### src/rtl/alu_arbiter_if.sv
// Signal bundle between the two requesters, the arbiter and the shared ALU.
// slave is the arbiter's view; master is the requester/ALU side.
interface alu_arbiter_if;
  logic        req0, req1;
  logic [3:0]  op0, op1;
  logic [31:0] a0, b0, a1, b1;
  logic        gnt0, gnt1;
  logic        done0, done1;
  logic [31:0] result;
  logic        z_flag;
  logic        err;
  logic [31:0] alu_a, alu_b;
  logic [3:0]  alu_control;
  logic        alu_enable;
  logic [31:0] alu_c;
  logic        alu_z;

  modport slave (
    input  req0, req1, op0, op1, a0, b0, a1, b1, alu_c, alu_z,
    output gnt0, gnt1, done0, done1, result, z_flag, err,
           alu_a, alu_b, alu_control, alu_enable
  );

  modport master (
    output req0, req1, op0, op1, a0, b0, a1, b1, alu_c, alu_z,
    input  gnt0, gnt1, done0, done1, result, z_flag, err,
           alu_a, alu_b, alu_control, alu_enable
  );
endinterface

### src/rtl/alu_arbiter.sv
// Round-robin arbiter sharing one multi-cycle ALU between two requesters.
// Define ALU_ARB_STATS_EN to add saturating per-requester grant counters.
module alu_arbiter #(
  parameter int unsigned ALU_LATENCY = 4
) (
  input  logic         clk,
  input  logic         rst,
  alu_arbiter_if.slave bus
`ifdef ALU_ARB_STATS_EN
  ,
  output logic [15:0]  gnt_cnt0,
  output logic [15:0]  gnt_cnt1
`endif
);

  typedef enum logic [1:0] {IDLE, RUN, CAPTURE, DONE} state_t;

  localparam logic [3:0] LAST_COUNT = 4'(ALU_LATENCY - 1);

  state_t      state_reg, state_next;
  logic [3:0]  cnt_reg;
  logic        last_reg;
  logic [31:0] alu_a_reg, alu_b_reg, result_reg;
  logic [3:0]  alu_control_reg;
  logic        z_reg, err_reg;

  logic        grant_any, grant_id, op_valid;
  logic [3:0]  op_sel;
  logic [31:0] a_sel, b_sel;
  logic [1:0]  gnt_vec;

  // Grant is combinational in IDLE so the operands latch on the same edge.
  always_comb begin : arbitrate
    grant_any = (state_reg == IDLE) && !rst && (bus.req0 || bus.req1);
    grant_id  = (bus.req0 && bus.req1) ? ~last_reg : bus.req1;
    op_sel    = grant_id ? bus.op1 : bus.op0;
    a_sel     = grant_id ? bus.a1  : bus.a0;
    b_sel     = grant_id ? bus.b1  : bus.b0;
    op_valid  = (op_sel != 4'd0) && (op_sel <= 4'd9);
  end

  always_ff @(posedge clk or posedge rst) begin : state_register
    if (rst) begin
      state_reg <= IDLE;
    end else begin
      state_reg <= state_next;
    end
  end

  always_comb begin : next_state
    state_next = state_reg;
    case (state_reg)
      IDLE:    if (grant_any) state_next = op_valid ? RUN : DONE;
      RUN:     if (cnt_reg == LAST_COUNT) state_next = CAPTURE;
      CAPTURE: state_next = DONE;
      DONE:    state_next = IDLE;
      default: state_next = IDLE;
    endcase
  end

  always_comb begin : outputs
    gnt_vec        = {grant_any & grant_id, grant_any & ~grant_id};
    bus.done0      = (state_reg == DONE) && !last_reg;
    bus.done1      = (state_reg == DONE) && last_reg;
    bus.alu_enable = (state_reg == RUN);
  end

  always_ff @(posedge clk or posedge rst) begin : datapath
    if (rst) begin
      cnt_reg         <= '0;
      last_reg        <= 1'b1;
      alu_a_reg       <= '0;
      alu_b_reg       <= '0;
      alu_control_reg <= '0;
      result_reg      <= '0;
      z_reg           <= 1'b0;
      err_reg         <= 1'b0;
    end else begin
      if (grant_any) begin
        last_reg        <= grant_id;
        alu_a_reg       <= a_sel;
        alu_b_reg       <= b_sel;
        alu_control_reg <= op_sel;
        cnt_reg         <= '0;
        // Illegal opcodes skip the ALU and report straight from DONE.
        if (!op_valid) begin
          result_reg <= '0;
          z_reg      <= 1'b0;
          err_reg    <= 1'b1;
        end
      end
      if (state_reg == RUN) begin
        cnt_reg <= cnt_reg + 4'd1;
      end
      if (state_reg == CAPTURE) begin
        result_reg <= bus.alu_c;
        z_reg      <= bus.alu_z;
        err_reg    <= 1'b0;
      end
    end
  end

  assign bus.gnt0        = gnt_vec[0];
  assign bus.gnt1        = gnt_vec[1];
  assign bus.alu_a       = alu_a_reg;
  assign bus.alu_b       = alu_b_reg;
  assign bus.alu_control = alu_control_reg;
  assign bus.result      = result_reg;
  assign bus.z_flag      = z_reg;
  assign bus.err         = err_reg;

`ifdef ALU_ARB_STATS_EN
  for (genvar gi = 0; gi < 2; gi++) begin : g_stats
    logic [15:0] cnt_reg;
    always_ff @(posedge clk or posedge rst) begin
      if (rst) begin
        cnt_reg <= '0;
      end else if (gnt_vec[gi] && (cnt_reg != 16'hFFFF)) begin
        cnt_reg <= cnt_reg + 16'd1;
      end
    end
  end

  assign gnt_cnt0 = g_stats[0].cnt_reg;
  assign gnt_cnt1 = g_stats[1].cnt_reg;
`endif

endmodule

### src/flat_wrapper.sv
// flat-port wrapper written by rule: the top's interface ports become plain ports
module alu_arbiter_flat 
#(
  parameter int unsigned ALU_LATENCY = 4
)
  (clk, rst, bus_req0, bus_req1, bus_op0, bus_op1, bus_a0, bus_b0, bus_a1, bus_b1, bus_alu_c, bus_alu_z, bus_gnt0, bus_gnt1, bus_done0, bus_done1, bus_result, bus_z_flag, bus_err, bus_alu_a, bus_alu_b, bus_alu_control, bus_alu_enable);
  alu_arbiter_if bus_i ();
  input  logic clk;
  input  logic rst;
  input wire logic [$bits(bus_i.req0)-1:0] bus_req0;
  input wire logic [$bits(bus_i.req1)-1:0] bus_req1;
  input wire logic [$bits(bus_i.op0)-1:0] bus_op0;
  input wire logic [$bits(bus_i.op1)-1:0] bus_op1;
  input wire logic [$bits(bus_i.a0)-1:0] bus_a0;
  input wire logic [$bits(bus_i.b0)-1:0] bus_b0;
  input wire logic [$bits(bus_i.a1)-1:0] bus_a1;
  input wire logic [$bits(bus_i.b1)-1:0] bus_b1;
  input wire logic [$bits(bus_i.alu_c)-1:0] bus_alu_c;
  input wire logic [$bits(bus_i.alu_z)-1:0] bus_alu_z;
  output wire logic [$bits(bus_i.gnt0)-1:0] bus_gnt0;
  output wire logic [$bits(bus_i.gnt1)-1:0] bus_gnt1;
  output wire logic [$bits(bus_i.done0)-1:0] bus_done0;
  output wire logic [$bits(bus_i.done1)-1:0] bus_done1;
  output wire logic [$bits(bus_i.result)-1:0] bus_result;
  output wire logic [$bits(bus_i.z_flag)-1:0] bus_z_flag;
  output wire logic [$bits(bus_i.err)-1:0] bus_err;
  output wire logic [$bits(bus_i.alu_a)-1:0] bus_alu_a;
  output wire logic [$bits(bus_i.alu_b)-1:0] bus_alu_b;
  output wire logic [$bits(bus_i.alu_control)-1:0] bus_alu_control;
  output wire logic [$bits(bus_i.alu_enable)-1:0] bus_alu_enable;
  assign bus_i.req0 = bus_req0;
  assign bus_i.req1 = bus_req1;
  assign bus_i.op0 = bus_op0;
  assign bus_i.op1 = bus_op1;
  assign bus_i.a0 = bus_a0;
  assign bus_i.b0 = bus_b0;
  assign bus_i.a1 = bus_a1;
  assign bus_i.b1 = bus_b1;
  assign bus_i.alu_c = bus_alu_c;
  assign bus_i.alu_z = bus_alu_z;
  assign bus_gnt0 = bus_i.gnt0;
  assign bus_gnt1 = bus_i.gnt1;
  assign bus_done0 = bus_i.done0;
  assign bus_done1 = bus_i.done1;
  assign bus_result = bus_i.result;
  assign bus_z_flag = bus_i.z_flag;
  assign bus_err = bus_i.err;
  assign bus_alu_a = bus_i.alu_a;
  assign bus_alu_b = bus_i.alu_b;
  assign bus_alu_control = bus_i.alu_control;
  assign bus_alu_enable = bus_i.alu_enable;
  alu_arbiter #(.ALU_LATENCY(ALU_LATENCY)) u_core (.clk(clk), .rst(rst), .bus(bus_i));
endmodule
### config.mk
export PLATFORM = sky130hd
export DESIGN_NAME = alu_arbiter_flat
export DESIGN_NICKNAME = d
export VERILOG_FILES = /design/src/rtl/alu_arbiter_if.sv /design/src/rtl/alu_arbiter.sv /design/src/flat_wrapper.sv
export SDC_FILE = /design/constraint.sdc
export NUM_CORES = 1
export LEC_CHECK = 0
export CORE_ASPECT_RATIO = 0.6
export CORE_UTILIZATION = 38
export CTS_CLUSTER_SIZE = 16
export DETAILED_ROUTE_END_ITERATION = 10
export GPL_TIMING_DRIVEN = 0
export PLACE_DENSITY = 0.89
export SLEW_MARGIN = 0
export SYNTH_ARGS = -nofsm -noshare
export SYNTH_HDL_FRONTEND = slang
export SYNTH_SLANG_ARGS = --single-unit
### constraint.sdc
create_clock -name clk -period 4.3 [get_ports clk]
set_clock_uncertainty 0.05 [all_clocks]
set_input_delay 0.86 -clock clk [delete_from_list [all_inputs] [get_ports clk]]
set_output_delay 0.86 -clock clk [all_outputs]
set_load 0.02 [all_outputs]
== Word level (Yosys, flattened, before mapping) ==
Index checks and enable logic that the tools add are counted.
W data, S select, Z words.
Storage, ports and cells
  register bits: 109
  input port bits: 173
  output and inout port bits: 107
  word-level logic and storage cells: 56
Operators by class
  add/subtract/negate cells: 1
  $lt $le $gt $ge: 1
  equal/unequal tests: 7
  muxes and demuxes: 19
  bitwise gates (word level): 4
  reduce and logical (&&, ||, !) cells: 15
Operator list (number)
  $mux W32: 5
  $mux W4: 3
  $pmux W2 S4: 1
  $mux W1: 7
  $logic_and A1 B1 Y1: 6
  $mux W2: 3
  $add A4 B1 Y4 const B: 1
  $eq A2 B2 Y1 const B: 2
  $eq A4 B2 Y1 const B: 1
  $le A4 B4 Y1 const B: 1
  $ne A2 B1 Y1 const B: 2
  $reduce_and A2 Y1: 2
  $reduce_bool A2 Y1: 2
  $reduce_bool A4 Y1: 1
  $and A1 B1 Y1: 2
  $eq A2 B1 Y1 const B: 1
  $logic_not A1 Y1: 2
  $logic_not A2 Y1: 1
  $ne A2 B2 Y1 const B: 1
  $not A1 Y1: 2
  $logic_or A1 B1 Y1: 1

== Longest topological paths before layout ==
  word-level depth: 8
  mapped depth: 8
  mapped depth without buffers: 6

== Worst setup path before layout ==
Ideal clock, no wire load.
  path type: input to output
  start: in bus_req1
  end: out bus_gnt1
  arrival time: 1.756 ns
  data required time: 3.390 ns
  path slack: 1.634 ns
  cell stages on the path: 4
  buffers on the path: 2
  cell sequence: a21bo_2 -> clkbuf_1 -> clkbuf_1 -> nor2_1
Between the ends
  longest elaborated chain between the ends: 3
  elaborated cells between the ends (all ways): 5
  those cells by class: mux (1); bitwise (1); reduce/logical (3)
RTL lines
  start: declaration: RTL line flat_wrapper.sv:11  | input wire logic [$bits(bus_i.req1)-1:0] bus_req1;
  $logic_and A1 B1 Y1 / $logic_or A1 B1 Y1 (equally long branches): RTL line alu_arbiter.sv:35, alu_arbiter.sv:34
  $mux W1 / $logic_and A1 B1 Y1 (equally long branches): RTL line alu_arbiter.sv:35, alu_arbiter.sv:34
  $and A1 B1 Y1 *: RTL line alu_arbiter.sv:62  | gnt_vec = {grant_any & grant_id, grant_any & ~grant_id};
  end: declaration: RTL line flat_wrapper.sv:21  | output wire logic [$bits(bus_i.gnt1)-1:0] bus_gnt1;
Every way passes the cells marked *; elsewhere a longest branch is shown, timed or not.

== Worst setup path in the final report ==
  start: in bus_req0
  end: out bus_gnt1
Between the ends
  longest elaborated chain between the ends: 3
  elaborated cells between the ends (all ways): 5
  those cells by class: mux (1); bitwise (1); reduce/logical (3)
RTL lines
  start: declaration: RTL line flat_wrapper.sv:10  | input wire logic [$bits(bus_i.req0)-1:0] bus_req0;
  $logic_and A1 B1 Y1 / $logic_or A1 B1 Y1 (equally long branches): RTL line alu_arbiter.sv:35, alu_arbiter.sv:34
  $mux W1 / $logic_and A1 B1 Y1 (equally long branches): RTL line alu_arbiter.sv:35, alu_arbiter.sv:34
  $and A1 B1 Y1 *: RTL line alu_arbiter.sv:62
Marked as above.

==> metrics <==
final setup margin=0.322 ns; TritonCTS clock tree=yes; sw frac=0.384; unrepaired setup endpoints after global routing=no; Int Pwr=3.56 mW; max incr delay on CP=0.58 ns; vias per cell=4.99; count of input and output buffers=279; Rel. slew slack=0.602; maximum vdd drop=0.300 mV; PwrDens=711 mW/mm^2; first-pass GRT wire length=24400 microns; critical path cell sequence=clkdlybuf4s50_1 -> a21bo_2 -> clkbuf_1 -> clkbuf_1 -> nor2_1 -> clkdlybuf4s50_1; post-route ant nets=0; First-pass DRT Iterations=4; Final period util=0.925; final hold vios=0; antenna cells=0; WP data arrival=3.07 ns; clock root buffer=clkbuf_16; Sink Count=109; top-area cell type share of the netlist area=0.568; Post-Syn Instances=503; result of the run=completed; CTS H-tree lvls=3; initial core utilization=0.392; core footprint=0.0121 sq mm; top cells by area, synth=dfrtp_1 (57%), nand2_1 (11%), a31oi_1 (9.1%), nor2_1 (5.9%), a22o_1 (4.8%); most numerous cell in the Yosys netlist=nand2_1; Slew Limit Fails=0; critical path class=input pin to output pin; Pleak=3.42 nW; syn_area_per_cell=9.45 sq um; fill count=973; CTS Buffer Depth=2; yosys warns=0; post-DP HPWL=12100 microns; Max-cap violations=0; Routability Congestion=0.832; wirelength, routed=15600 microns; GR Overflow Total=0; Primary FF master, synth=dfrtp_1; Clock Power Share=0.168; Syn-to-layout area delta=71.1%; DR vias=4813; area of the multi-input gates=0.00185 sq mm; Seq/Total Area, Yosys=0.574; most instantiated cells after synthesis=nand2_1 (139), dfrtp_1 (108), nor2_1 (75), a31oi_1 (69), clkbuf_1 (34); io pins=280; nets=973; Die X=146 microns; post-synthesis net count=682; initial antenna violation count=0; DRT iter0 DRCs=211; # hold bufs at CTS=0; min cycle time layout=3.98 ns; WP data required=3.39 ns; Sw Pwr=2.22 mW; Hold Crit Class=register to register; Slew @ Worst Pin=0.597 ns; Wirelength per Cell=16.2 microns; post-synth cell types=29; final std cells w/o fill=964; Place WS=0.286 ns; vias in the first global route=4736; clock slew at reported path FFs=0.07 ns; Crit-path slowest cell=clkdlybuf4s50_1; asr flop ratio synth=1.00; die area=0.0130 sq mm; Final Core Density=0.670; mapped cell area=0.00475 sq mm; Rows=31; combinational share of power=0.519; Final setup viols=0; Seq. cell area=0.00273 sq mm; largest net degree at the start of global routing=66; fraction of layout cells with a size suffix above 1=0.0463; placed cells=948; CP Capture Type=output pin; post-cts sizing count=0; EDFF count, synth=0; DRC Markers=0; synthesis-stage register bit count=109; height of the die=88.6 microns; Synth area leader=dfrtp_1; Seq pwr share=0.313; CTS buffer count=9; peak fanout along the critical path=10; gr usage total=0.243; Fmax achieved=0.251 GHz; Setup Buffers After CTS=0; Startpoint Class=input pin; Worst-Skew Late Latency=0.33 ns
cell type report:
cell class,count,area share
Multi-Input combinational cell,353,0.227
Clock inverter,7,0.0157
Sequential cell,109,0.335
Inverter,3,0.00169
Tap cell,165,0.0254
Clock buffer,9,0.0277
Timing Repair Buffer,280,0.347
Buffer,38,0.0203
cell families (layout without fill, tap and decap cells):
family | Yosys count | count (layout) | share of synthesized area
flip-flops | 109 | 109 | 0.574
buffers and inverters | 41 | 337 | 0.0371
adder cells (fa/ha/maj) | 6 | 6 | 0.0158
AND/OR/NAND/NOR | 229 | 229 | 0.189
AO/OA/AOI/OAI | 114 | 114 | 0.176
multiplexers | 4 | 4 | 0.00868
through the flow:
step | cell area (sq um) | setup TNS [ns] | power, mW | hold slack [ns]
final | 8140 | 0 | 5.78 | 0.449
after global routing | 8140 | 0 | 6.15 | 0.464
after CTS | 8140 | 0 | 5.83 | 0.454
after detailed placement | 7780 | 0 | 4.84 | 0.431
after global placement | 7750 | -120.66 | 4.76 | 0.429
after floorplan | 4750 | 0 | 3.37 | 0.411
worst max-delay path, delay by kind of cell:
family / cells / cell delay (ns)
AO/OA/AOI/OAI: 1 / 0.14
buffers and inverters: 4 / 1.94
AND/OR/NAND/NOR: 1 / 0.13
worst paths after layout:
| check | start | cells after the start | slack (ns) | to |
|---|---|---|---|---|
| max | bus_req0 | 6 | 0.32 | bus_gnt1 |
| min | u_core.bus.result[1]$_DFFE_PP0P_ | 1 | 0.45 | u_core.bus.result[1]$_DFFE_PP0P_ |
| max reg2reg | u_core.state_reg[0]$_DFFE_PP0P_ | 8 | 1.86 | u_core.bus.alu_a[4]$_DFFE_PP0P_ |
| min reg2reg | u_core.bus.result[1]$_DFFE_PP0P_ | 1 | 0.45 | u_core.bus.result[1]$_DFFE_PP0P_ |
| max in group asynchronous | rst | 3 | 2.55 | u_core.bus.result[26]$_DFFE_PP0P_ |
| min in group asynchronous | rst | 2 | 0.93 | u_core.bus.alu_a[4]$_DFFE_PP0P_ |
power groups by stage:
stage | sequential, mW | clock (mW) | combinational (mW)
2_1_floorplan | 2.38 | 0 | 0.985
3_3_place_gp | 1.80 | 0 | 2.96
3_5_place_dp | 1.83 | 0 | 3.01
4_1_cts | 1.81 | 0.989 | 3.02
5_1_grt | 1.87 | 1.04 | 3.24
6_report | 1.81 | 0.970 | 3.00
cell usage in the layout (no fill, tap or decap), types with 4 or more instances in the layout:
| master | count |
|---|---|
| a22o_1 | 26 |
| a22o_2 | 8 |
| a31oi_1 | 69 |
| clkbuf_1 | 34 |
| clkbuf_16 | 9 |
| clkdlybuf4s50_1 | 279 |
| dfrtp_1 | 108 |
| ha_1 | 6 |
| nand2_1 | 139 |
| nor2_1 | 75 |
| o21ai_0 | 4 |
per-layer routing:
layer	part of all wire	up-vias	track usage
met1	0.42	2294	0.297
met5	0	-	0
li1	-	2309	-
met4	0.013	0	0.0511
met3	0.072	14	0.0722
met2	0.50	196	0.431
Power figures use the tool's default switching activity.
